==> config.mk <==
export PLATFORM = sky130hd
export DESIGN_NAME = uart_transmitter
export DESIGN_NICKNAME = d
export VERILOG_FILES = /design/src/rtl/uart_transmitter.sv
export SDC_FILE = /design/constraint.sdc
export NUM_CORES = 1
export LEC_CHECK = 0
export BUFFER_PORTS_ARGS = -buffer_cell sky130_fd_sc_hd__buf_4
export CORE_AREA = 2 2 73 75
export CTS_CLUSTER_DIAMETER = 60
export CTS_CLUSTER_SIZE = 16
export DETAILED_ROUTE_END_ITERATION = 10
export DIE_AREA = 0 0 75 77
export HOLD_SLACK_MARGIN = 0.06
export SYNTH_ARGS = -nofsm -noshare
export SYNTH_HDL_FRONTEND = slang
export SYNTH_SLANG_ARGS = --single-unit
==> constraint.sdc <==
create_clock -name clk -period 2.45 [get_ports clk]
set_clock_uncertainty 0.2 [all_clocks]
set_input_delay 0.245 -clock clk [delete_from_list [all_inputs] [get_ports clk]]
set_output_delay 0.245 -clock clk [all_outputs]
set_load 0.01 [all_outputs]
==> src/rtl/uart_transmitter.sv <==
// uart_transmitter: 8N1 UART transmitter with a valid/ready byte input.
//
// Frame: one start bit (0), eight data bits LSB first, optional even parity
// bit, one stop bit (1). Each bit lasts SYMBOL_EDGE_TIME = CLOCK_FREQ / BAUD_RATE
// clk cycles.
//
// Optional feature: define UART_TX_PARITY_EN to insert an even-parity bit
// between the last data bit and the stop bit (11-bit frame). Without it the
// frame is 10 bits and no parity logic exists.
//
// Handshake: a byte is accepted on a rising clk edge where
// data_in_valid && data_in_ready. data_in_ready is high only in IDLE with reset
// released. data_in is captured on that edge. While a frame is in flight,
// data_in and data_in_valid are ignored. The producer may hold data_in_valid
// high across frames; the next byte is then taken in the single IDLE cycle
// that follows each stop bit.
//
// The FSM state is held in the signal 'state' so checkers can bind to it.

`timescale 1ns/1ps

module uart_transmitter #(
    parameter int CLOCK_FREQ = 50_000_000,
    parameter int BAUD_RATE  = 115200
) (
    input  logic       clk,
    input  logic       reset,
    input  logic [7:0] data_in,
    input  logic       data_in_valid,
    output logic       data_in_ready,
    output logic       serial_out
);

    // Cycles per bit, and the width of the in-bit cycle counter.
    localparam int SYMBOL_EDGE_TIME = CLOCK_FREQ / BAUD_RATE;
    localparam int CNT_W = (SYMBOL_EDGE_TIME > 1) ? $clog2(SYMBOL_EDGE_TIME) : 1;
    localparam logic [CNT_W-1:0] CNT_LAST = CNT_W'(SYMBOL_EDGE_TIME - 1);

`ifdef UART_TX_PARITY_EN
    typedef enum logic [2:0] {
        IDLE   = 3'd0,
        START  = 3'd1,
        DATA   = 3'd2,
        PARITY = 3'd3,
        STOP   = 3'd4
    } tx_state_t;
`else
    typedef enum logic [1:0] {
        IDLE  = 2'd0,
        START = 2'd1,
        DATA  = 2'd2,
        STOP  = 2'd3
    } tx_state_t;
`endif

    tx_state_t        state;
    logic [CNT_W-1:0] bit_count;
    logic [2:0]       bit_index;
    logic [2:0]       next_index;
    logic [7:0]       shift_reg;
    logic             bit_end;
    logic             handshake;

    // Ready is a pure function of the state flop and the reset pin, so it
    // drops the moment reset is asserted.
    assign data_in_ready = (state == IDLE) && reset;
    assign handshake     = data_in_valid && data_in_ready;

    // The last cycle of the current bit; the counter clears here and nowhere
    // else, so it never wraps inside a bit.
    assign bit_end    = (bit_count == CNT_LAST);
    assign next_index = bit_index + 3'd1;

    // Transmit FSM: state, counters, latched byte and the registered line.
    always_ff @(posedge clk or negedge reset) begin
        if (!reset) begin
            state      <= IDLE;
            serial_out <= 1'b1;
            bit_count  <= '0;
            bit_index  <= '0;
            shift_reg  <= '0;
        end else begin
            case (state)
                IDLE: begin
                    bit_count  <= '0;
                    bit_index  <= '0;
                    serial_out <= 1'b1;
                    if (handshake) begin
                        shift_reg  <= data_in;
                        serial_out <= 1'b0;
                        state      <= START;
                    end
                end

                START: begin
                    if (bit_end) begin
                        bit_count  <= '0;
                        bit_index  <= '0;
                        serial_out <= shift_reg[0];
                        state      <= DATA;
                    end else begin
                        bit_count <= bit_count + 1'b1;
                    end
                end

                DATA: begin
                    if (bit_end) begin
                        bit_count <= '0;
                        if (bit_index == 3'd7) begin
                            bit_index <= '0;
`ifdef UART_TX_PARITY_EN
                            serial_out <= ^shift_reg;
                            state      <= PARITY;
`else
                            serial_out <= 1'b1;
                            state      <= STOP;
`endif
                        end else begin
                            bit_index  <= next_index;
                            serial_out <= shift_reg[next_index];
                        end
                    end else begin
                        bit_count <= bit_count + 1'b1;
                    end
                end

`ifdef UART_TX_PARITY_EN
                PARITY: begin
                    if (bit_end) begin
                        bit_count  <= '0;
                        serial_out <= 1'b1;
                        state      <= STOP;
                    end else begin
                        bit_count <= bit_count + 1'b1;
                    end
                end
`endif

                STOP: begin
                    if (bit_end) begin
                        bit_count  <= '0;
                        serial_out <= 1'b1;
                        state      <= IDLE;
                    end else begin
                        bit_count <= bit_count + 1'b1;
                    end
                end

                default: begin
                    bit_count  <= '0;
                    bit_index  <= '0;
                    serial_out <= 1'b1;
                    state      <= IDLE;
                end
            endcase
        end
    end

endmodule

======== Word level (Yosys, flattened, before mapping) ========
Index checks and enable logic that the tools add are counted.
operators by class
  reduce and logical (&&, ||, !) cells .... 9
  add/sub/neg operators ................... 2
  mux-type cells .......................... 20
  equal/unequal tests ..................... 10
  $lt $le $gt $ge ......................... 1
operators with widths
  kind                                                 count
  case mux 9 bit (2 select lines)                      1
  2-to-1 mux 2 bit                                     5
  inequality test 2 bit, second input constant         5
  adder 9 x 1 -> 9 bit, second input constant          1
  equality test 9 bit, second input constant           1
  2-to-1 mux 3 bit                                     3
  2-to-1 mux 9 bit                                     1
  case mux 3 bit (3 select lines)                      1
  case mux 2 bit (4 select lines)                      1
  2-to-1 mux 1 bit                                     6
  AND reduction 3 bit                                  2
  AND reduction 5 bit                                  1
  equality test 2 bit, second input constant           2
  < comparator 3 x 4 -> 1 bit, second input constant   1
  case mux 1 bit (4 select lines)                      1
  adder 3 x 1 -> 3 bit, second input constant          1
  binary-select mux 1 bit (select 3 bit)               1
  equality test 3 bit, second input constant           1
  nonzero test 3 bit                                   1
  OR reduction 3 bit                                   1
  equality test 2 x 1 -> 1 bit, second input constant  1
  logical AND 1 bit                                    2
  zero test 2 bit                                      1
  AND reduction 2 bit                                  1
storage, ports and cells
  register bits after elaboration ......... 23
  input bits .............................. 11
  word-level logic and storage cells ...... 47
  output and inout bits ................... 2

======== Longest topological paths before layout ========
  depth after elaboration ................. 6
  depth in mapped cells ................... 7

======== Worst setup path after synthesis ========
No wires, ideal clock.
  kind .................................... register to register
  start ................................... reg bit_index[0]
  end ..................................... reg serial_out
  stages on the path, launching flop included .. 7
  path slack .............................. 312 ps
  arrival time ............................ 1856 ps
  setup time .............................. 82 ps
  buffers on the path ..................... 0
  data required time ...................... 2168 ps
  cell sequence ........................... dfrtp_1 ha_1 ha_1 mux4_2 nor2b_1 o31a_1 mux2_2
on the way
  longest elaborated chain between the ends .. 6
  elaborated cells on any way between the ends .. 7
  classes of those cells .................. add/sub: 1; eq/ne: 1; mux: 5
RTL lines
  element                                 line  RTL
  start: declaration                      58    logic [2:0] bit_index;
  start signal: assignment                119   bit_index <= next_index;
  adder 3 x 1 -> 3 bit                    72    assign next_index = bit_index + 3'd1;
  binary-select mux 1 bit (select 3 bit)  120   serial_out <= shift_reg[next_index];
  2-to-1 mux 1 bit (not written as such)  120
  2-to-1 mux 1 bit *                      109   if (bit_index == 3'd7) begin
  2-to-1 mux 1 bit *                      107   if (bit_end) begin
  case mux 1 bit (4 select lines) *       83    case (state)
  end signal: assignment                  99    serial_out <= shift_reg[0];
  end signal: assignment                  120
  end: declaration                        31    output logic serial_out
Mark *: on every way between the ends. The rest lies on a longest branch, timed or not. The select of a mux whose other input is x is not followed.
A chain may end at the register's enable or synchronous reset.

======== Final worst setup path ========
  start ................................... reg state[0]
  end ..................................... reg state[1]
on the way
  longest elaborated chain between the ends .. 5
  elaborated cells on any way between the ends .. 13
  classes of those cells .................. eq/ne: 8; mux: 1; reduce/logical: 4
RTL lines
  element                                 line    RTL
  start: declaration                      56      tx_state_t state;
  start signal: assignment                77      state <= IDLE;
  start signal: assignment                91      state <= START;
  start signal: assignment                100     state <= DATA;
  zero test 2 bit                         66, 83
  logical AND 1 bit                       66      assign data_in_ready = (state == IDLE) && reset;
  logical AND 1 bit                       67      assign handshake = data_in_valid && data_in_ready;
  inequality test 2 bit (no source line)  n/a
  AND reduction 5 bit (no source line)    n/a
Parallel ways exist; a longest one is shown, timed or not.

==> results.json <==
{
  "syn_inst": 105,
  "swShare_pct": 19.6,
  "antenna_found_initial": 0,
  "wl_per_cell_um": 10.7,
  "syn-num-nets": 126,
  "drtIter0Drc": 22,
  "io_buffer_count": 12,
  "clk_pin_slew_ps": 80,
  "grt_setup_unrepaired": "no",
  "cp.required_ps": 2400,
  "clockBufferDepth": 2,
  "status": "completed",
  "gp_congestion": 0.803,
  "r2r-end": "state[1]",
  "power_density_mw_per_mm2": 418,
  "power_switching_uw": 126,
  "postCtsHoldBufs": 9,
  "internal-power_uw": 515,
  "cts-root-buf": "clkbuf_8",
  "grtUsageMet2_pct": 14.7,
  "ys_types": 33,
  "dieArea_mm2": 0.00578,
  "critPathSlowestCell": "dfrtp_1",
  "crit_buf_inv": 1,
  "cts_resized": 0,
  "crit_type": "flop to flop",
  "min_period_ps": 2290,
  "pwr-share-clk_pct": 35.8,
  "synth_edf_count": 0,
  "yosysMostFrequentCell": "dfrtp_1",
  "tns_ps": 0,
  "holdCritPathClass": "input port to async pin",
  "grt_pass1_wl_mm": 3.86,
  "met1_usage_pct": 9.94,
  "end_kind": "flop",
  "layout-drive-gt1-share_pct": 23.3,
  "rows": 26,
  "n_fill_cell": 506,
  "r2r_cells": 5,
  "cts_tree": "done",
  "critPathLaunchType": "flop",
  "grt-ovfl-total": 0,
  "detailedRoute.firstPassIterationCount": 4,
  "hold_viol_final": 0,
  "synth_area_per_cell_um2": 11.7,
  "top_usage_layer": "met2",
  "core_area_mm2": 0.00498,
  "clk_latency_ps": 260,
  "yosys-top-cells-area": "dfrtp_1 (45%), ha_1 (10%), mux2_2 (10%)",
  "grt_util_all_layers_pct": 8.34,
  "r2r_slack_ps": 160,
  "yosys_warnings": 0,
  "numCtsBuffers": 3,
  "grt_pass1_vias": 909,
  "synth_largest_area_cell": "dfrtp_1",
  "max_slew_margin_pct": 69.6,
  "viasPerCell": 4.33,
  "reg2reg_from": "state[0]",
  "largest_register_ffs": 9,
  "seqPwrFrac_pct": 59.2,
  "start_util_pct": 24.6,
  "layout.nets": 151,
  "peakVddDrop_uv": 252,
  "hold-worst-slack_ps": 225,
  "async_flop_share_pct": 100,
  "tightest_slew_ps": 445,
  "fmax_ghz": 0.438,
  "worstPathCellList": "inv_1 > ha_1 > or3_1 > a222oi_1 > mux2_1",
  "cts.htree.levels": 1,
  "use_met3_pct": 0.920,
  "fin_crit_sh_pct": 93.3,
  "cts.sink_count": 23,
  "path_max_fanout": 8,
  "synthFlopType": "dfrtp_1",
  "netlist_area_mm2": 0.00122,
  "drc": 0,
  "post-dp-hpwl_mm": 1.67,
  "critPathMaxStageDelay_ps": 420,
  "grt_max_degree": 28,
  "vias": 861,
  "maxSlewViolCount": 0,
  "netlist.area_leader.share_pct": 45.0,
  "syn_to_final_growth_pct": 25.3,
  "die_h_um": 77,
  "setup_viol": 0,
  "crit_arrival_ps": 2230,
  "ant_nets": 0,
  "seq_area_frac_synth_pct": 47.1,
  "die_w_um": 75,
  "yosys-top-cells-count": "dfrtp_1 (22), mux2_2 (11), nor2_1 (11), ha_1 (10), nand2_1 (6)",
  "drt_wl_total_mm": 2.13,
  "ys_ff_latch": 23,
  "diodes": 0,
  "p_leak_nw": 0.707,
  "cap_violations": 0,
  "final_util_pct": 30.8,
  "critPathTopFamily": "flip-flops",
  "num_io_pins": 13,
  "pwr-share-comb_pct": 5.0,
  "post_cts_buffers": 0
}
==> cell type report <==
cell class	instances	area (µm²)	area share, %
inverter	5	18.8	1.22
multi-input combinational	76	624	40.7
clock buffer	4	45.0	2.94
sequential	23	577	37.6
tap	70	87.6	5.71
timing repair buffer	21	180	11.8
==> worst register-to-register path: cells and delay by family (launching register included) <==
| kind | cells | cell delay, ps |
|---|---|---|
| DFF | 1 | 420 |
| AOI/OAI and AO/OA | 1 | 420 |
| muxes | 1 | 360 |
| buffers and inverters | 1 | 100 |
| and+or+nand+nor | 1 | 390 |
| adders and majority gates | 1 | 280 |
==> worst max path at each step <==
stage,to,from,cells after the start
2_1_floorplan,serial_out,bit_index[0],6
3_3_place_gp,serial_out,bit_index[0],6
3_5_place_dp,state[1],state[0],5
4_1_cts,state[1],state[0],5
5_1_grt,state[1],state[0],5
6_report,state[1],state[0],5
==> metal layers <==
layer	share of wire (%)	wire [µm]	vias to the layer above
li1	-	-	417
met5	0	0	-
met1	43	915	430
met2	54	1150	12
met3	1.9	41	2
met4	1.3	27	0
==> power groups by stage <==
stage / Sequential (mW) / Clock, mW / Combinational (mW)
final: 0.379 / 0.229 / 0.0321
after global routing: 0.379 / 0.254 / 0.0358
after CTS: 0.379 / 0.237 / 0.0330
after detailed placement: 0.387 / 0 / 0.0217
after global placement: 0.387 / 0 / 0.0213
after floorplan: 0.387 / 0 / 0.000730
==> cell usage in the layout, fill, tap and decap left out, types with 2 or more instances in the layout <==
cell type	synthesis	layout
xor2_1	3	3
clkbuf_8	0	3
inv_1	5	5
ha_1	10	10
and3_1	2	2
nor3b_1	2	2
a2111oi_0	2	2
nor2_1	11	11
mux2_2	11	11
mux2i_1	3	3
buf_4	0	12
dfrtp_1	22	22
dlygate4sd3_1	0	9
nand2_1	6	6
nand3_1	3	3
xnor2_1	4	4
and2_1	2	2
==> cell families (layout without fill, tap and decap cells) <==
kind of cell	Yosys count	count (layout)	share of synthesized area [%]
flip-flops	23	23	47.1
adder cells (fa/ha/maj)	10	10	10.2
XOR/XNOR	7	7	5.01
AO/OA/AOI/OAI	9	9	5.83
multiplexers	16	16	15.3
buffers and inverters	6	30	1.84
AND/OR/NAND/NOR	34	34	14.6
==> through the flow <==
stage / cells / instance area (µm²) / total power, mW / worst slack (ps)
global placement: 186 / 1400 / 0.408 / 227
floorplan: 105 / 1220 / 0.388 / 312
global route: 199 / 1530 / 0.670 / 80.2
detailed placement: 186 / 1400 / 0.409 / 148
CTS: 199 / 1530 / 0.649 / 147
finish: 199 / 1530 / 0.640 / 164
No activity file was read; power rests on OpenSTA's default activity.
